<file path="src/rtl/rtype_encoder.sv">
`default_nettype none
// ============================================================================
//  Module   : rtype_encoder
//  Purpose  : Encodes add/sub requests into RV32I R-type words and streams
//             them to instruction memory at consecutive word addresses.
//  Revision : 1.0  initial release
// ============================================================================
module rtype_encoder #(
    parameter int BASE_ADDR  = 0,
    parameter int DEPTH      = 16,
    parameter int ADDR_WIDTH = 32
) (
    input  logic                         clk,
    input  logic                         rst,
    input  logic                         clear,
    input  logic                         in_valid,
    output logic                         in_ready,
    input  logic [1:0]                   in_op,
    input  logic [4:0]                   in_rd,
    input  logic [4:0]                   in_rs1,
    input  logic [4:0]                   in_rs2,
    output logic                         mem_valid,
    input  logic                         mem_ready,
    output logic [ADDR_WIDTH-1:0]        mem_addr,
    output logic [31:0]                  mem_wdata,
    output logic [$clog2(DEPTH+1)-1:0]   count,
    output logic                         full,
    output logic                         err
);

    localparam int c_CW = $clog2(DEPTH+1);

    localparam logic [1:0] c_S_EMPTY = 2'd0;
    localparam logic [1:0] c_S_HOLD  = 2'd1;
    localparam logic [1:0] c_S_FULL  = 2'd2;

    logic [1:0]            r_state;
    logic [ADDR_WIDTH-1:0] r_mem_addr;
    logic [31:0]           r_mem_wdata;
    logic [c_CW-1:0]       r_count;
    logic [c_CW-1:0]       r_widx;
    logic                  r_err;

    logic                  w_mem_valid;
    logic [c_CW:0]         w_fill;
    logic                  w_pending_full;
    logic                  w_accept;
    logic                  w_legal;
    logic                  w_drain;
    logic [c_CW-1:0]       w_count_inc;
    logic [31:0]           w_word;
    logic [ADDR_WIDTH-1:0] w_addr;

    assign w_mem_valid = (r_state == c_S_HOLD);

    // Words already counted plus the one in flight must stay within capacity.
    assign w_fill         = {1'b0, r_count} + {{c_CW{1'b0}}, w_mem_valid};
    assign w_pending_full = (w_fill == (c_CW+1)'(DEPTH));

    assign in_ready = !rst && !clear && (r_state != c_S_FULL) && !w_pending_full &&
                      (!w_mem_valid || mem_ready);

    assign w_accept    = in_valid && in_ready;
    assign w_legal     = !in_op[1];
    assign w_drain     = w_mem_valid && mem_ready;
    assign w_count_inc = r_count + c_CW'(1);

    assign w_word = {(in_op[0] ? 7'b0100000 : 7'b0000000), in_rs2, in_rs1, 3'b000,
                     in_rd, 7'b0110011};
    assign w_addr = ADDR_WIDTH'(BASE_ADDR) + (ADDR_WIDTH'(r_widx) << 2);

    always_ff @(posedge clk) begin
        if (rst) begin
            r_state     <= c_S_EMPTY;
            r_mem_addr  <= ADDR_WIDTH'(BASE_ADDR);
            r_mem_wdata <= 32'd0;
            r_count     <= '0;
            r_widx      <= '0;
            r_err       <= 1'b0;
        end else if (clear) begin
            r_state <= c_S_EMPTY;
            r_count <= '0;
            r_widx  <= '0;
            r_err   <= 1'b0;
        end else begin
            r_err <= w_accept && !w_legal;
            if (w_drain) begin
                r_count <= w_count_inc;
            end
            if (w_accept && w_legal) begin
                r_mem_wdata <= w_word;
                r_mem_addr  <= w_addr;
                r_widx      <= r_widx + c_CW'(1);
            end
            // A drain that reaches capacity wins; no load can coincide with it.
            if (w_drain && (w_count_inc == c_CW'(DEPTH))) begin
                r_state <= c_S_FULL;
            end else if (w_accept && w_legal) begin
                r_state <= c_S_HOLD;
            end else if (w_drain) begin
                r_state <= c_S_EMPTY;
            end
        end
    end

    assign mem_valid = w_mem_valid;
    assign mem_addr  = r_mem_addr;
    assign mem_wdata = r_mem_wdata;
    assign count     = r_count;
    assign full      = (r_state == c_S_FULL);
    assign err       = r_err;

endmodule
`default_nettype wire

</file>
<file path="config.mk">
export PLATFORM = sky130hd
export DESIGN_NAME = rtype_encoder
export DESIGN_NICKNAME = d
export VERILOG_FILES = /design/src/rtl/rtype_encoder.sv
export SDC_FILE = /design/constraint.sdc
export NUM_CORES = 1
export LEC_CHECK = 0
export CORE_UTILIZATION = 35
export CTS_BUF_LIST = sky130_fd_sc_hd__clkbuf_8
export DETAILED_ROUTE_END_ITERATION = 7
export PLACE_DENSITY = 0.73
export SYNTH_ARGS = -nofsm -noshare
export SYNTH_HDL_FRONTEND = slang
export SYNTH_SLANG_ARGS = --single-unit
export TNS_END_PERCENT = 30
</file>
<file path="constraint.sdc">
create_clock -name clk -period 2.2 [get_ports clk]
set_clock_uncertainty 0.1 [all_clocks]
set_input_delay 0.33 -clock clk [delete_from_list [all_inputs] [get_ports clk]]
set_output_delay 0.33 -clock clk [all_outputs]
set_load 0.1 [all_outputs]
</file>
==> flow_metrics.py <==
metrics = {
    "global_routing": {
        "grt-busiest-layer": "met2",
        "use_met3": 0.03591,
        "grt_use_met2": 0.2336,
        "grt_overflow": 0,
        "grt_pass1_wl_um": 5568,
        "grt_util_all_layers": 0.1392,
        "grt_max_degree": 24,
        "antenna_found_initial": 0,
        "globalRouteMet1Util": 0.1541,
        "grt_pass1_vias": 1300,
    },
    "placement": {
        "port_buffers": 55,
        "dpl_worst_slack_ps": -0.7128,
        "place_hpwl_um": 2625,
        "dpl-instance-area_um2": 2232,
        "place.gp.congestion": 0.7353,
    },
    "logic_synthesis": {
        "synth_most_common_cell": "nand2_1",
        "yosysTopAreaCell": "dfxtp_1",
        "synth_area_per_cell_um2": 8.191,
        "ys.flop_type": "dfxtp_1",
        "ys_ff_latch": 35,
        "synthArstFlopShare": 0,
        "synth.cell_area_um2": 1753,
        "synth_edf_count": 0,
        "synth.top_cells.by_count": "49 x nand2_1, 42 x buf_4, 35 x dfxtp_1",
        "synth_top_area_share": 0.3997,
        "ys_types": 35,
        "syn_inst": 214,
        "synthTopCellsByArea": "dfxtp_1 40%, buf_4 18%, nand2_1 10%",
        "ys_seq_area_frac": 0.3997,
        "synth_warnings": 0,
    },
    "cells_and_area": {
        "final_core_util": 0.5064,
        "num-fill-cells": 471,
        "num_antenna_cells": 0,
        "final_area_um2": 2424,
        "final_nets": 301,
        "synthToLayoutAreaGrowth_pct": 38.26,
        "drive_gt1_frac": 0.2572,
    },
    "clocking": {
        "clock_sinks": 35,
        "cts.reportedPaths.clkPinSlew_ps": 70,
        "max-clock-path-buffers": 2,
        "cts_tree": "done",
        "cts.htree.levels": 2,
        "root_buffer": "clkbuf_8",
        "numCtsBuffers": 5,
        "clk_latency_ps": 280,
    },
    "critical_path": {
        "critical_path_class": "flop to output pin",
        "cp.required_ps": 1770,
        "crit_chain": "nor2b_4 -> ha_4 -> ha_4 -> nor3b_4 -> o22ai_4 -> o21a_4 -> buf_12",
        "arrival_ps": 1760,
        "cpMostUsedCell": "ha_4",
        "critPathLaunchType": "flop",
        "crit_slowest_cell": "dfxtp_2",
        "crit_path_end_kind": "output pin",
        "path_max_fanout": 3,
        "max_stage_delay_ps": 320,
    },
    "drt": {
        "wl_um": 3559,
        "via_per_inst": 4.259,
        "route.detailed.drc": 0,
        "wl_per_cell_um": 10.38,
        "drt_pre_antenna_iters": 4,
        "via_count": 1461,
        "drtIter0Drc": 58,
        "ant_nets": 0,
    },
    "timing": {
        "finalSetupViolCount": 0,
        "fin_crit_ps": 2194,
        "whs_ps": 353.7,
        "clock.fmax_mhz": 455.9,
        "slew_viol_final": 0,
        "setup_ws_ps": 6.483,
        "rsz0062_at_grt": "true",
        "hold_viol_final": 0,
        "fin_crit_sh": 0.9971,
    },
    "floorplanning": {
        "die_w_um": 72.77,
        "std_cell_rows": 25,
        "initial_core_util": 0.3663,
        "die_h_um": 72.77,
        "core_um2": 4786,
        "top_level_ports": 95,
        "die_area_um2": 5295,
    },
    "run_status": {
        "outcome": "finished clean",
    },
    "power": {
        "vdd_ir_drop_max_mv": 0.2542,
        "p_leak_nw": 1.018,
        "finalPower_w": 0.001776,
        "pwr_density_cell_nw_per_um2": 732.7,
    },
    "min_path": {
        "hold_path.class": "flop to flop",
    },
    "run": {
        "drv_cap": 0,
    },
}
## cell usage in the layout, fill, tap and decap left out, drive strengths merged, types with 3 or more instances in the layout
cell type and count:
conb 39, o21ai 3, buf 46, nand3 4, nand2 49, nand4 4
nor2b 3, clkdlybuf4s50 21, clkbuf 5, ha 4, dfxtp 35, a21oi 24
nor2 10, xor2 3
## final timing paths
path	endpoint	start	depth (start not counted)	slack, ps
min	mem_wdata[15]	mem_wdata[15]	2	350
min reg2reg	mem_wdata[15]	mem_wdata[15]	2	350
max reg2reg	r_widx[3]	r_state[0]	10	170
max	in_ready	r_state[0]	7	6
## power breakdown
group,internal (W),switching [W]
sequential,0.000640,0.00000499
combinational,0.0000644,0.000402
clock,0.000448,0.000216
total,0.00115,0.000623
## kinds of logic after synthesis
| kind of cell | share of synthesized area |
|---|---|
| mux | 0.01142 |
| flops | 0.3997 |
| simple gates | 0.2248 |
| buf+inv | 0.2084 |
| compound gates | 0.1049 |
| other cells | 0.002139 |
| fa+ha+maj | 0.02855 |
| xor+xnor | 0.01999 |
## per-layer routing
metal	wire, um	vias to the layer above
met3	250	4
met4	72	0
li1	-	746
met1	1495	648
met5	0	-
met2	1741	63
## cell type report
cell class / count / area [um2] / share of cell area
inverters: 1 / 3.754 / 0.001549
well taps: 67 / 83.83 / 0.03459
repair buffers: 67 / 584.3 / 0.2411
clock buffers: 5 / 68.82 / 0.02839
clock inverters: 3 / 63.81 / 0.02633
multi-input cells: 165 / 909.6 / 0.3753
flip-flops and latches: 35 / 709.4 / 0.2927
## flip-flops by register name (all words and copies together), names as in the netlist
name / cells
mem_addr: 5
r_state: 2
count: 5
mem_wdata: 17
err: 1
r_widx: 5
## critical path: cells and delay by family, from the launching register on
kind            cells  cell delay [ps]
fa+ha+maj           2              340
compound gates      2              310
flops               1              320
simple gates        2              350
buf+inv             1              160
## what timing repair did
| item | in CTS | in global routing |
|---|---|---|
| endpoints found under the setup margin | 1 | 2 |
| buffers inserted | 4 | 1 |
| resized for setup | 5 | 1 |
| pin swaps | 2 | 2 |
| hold buffers | 0 | 0 |
## metrics by stage
step | setup TNS [ps] | std cells
after global placement | 0 | 330
final | 0 | 343
after detailed placement | -0.7128 | 330
after global routing | -43.46 | 343
after floorplan | -1886 | 252
after CTS | 0 | 342
Power figures use the tool's default switching activity.
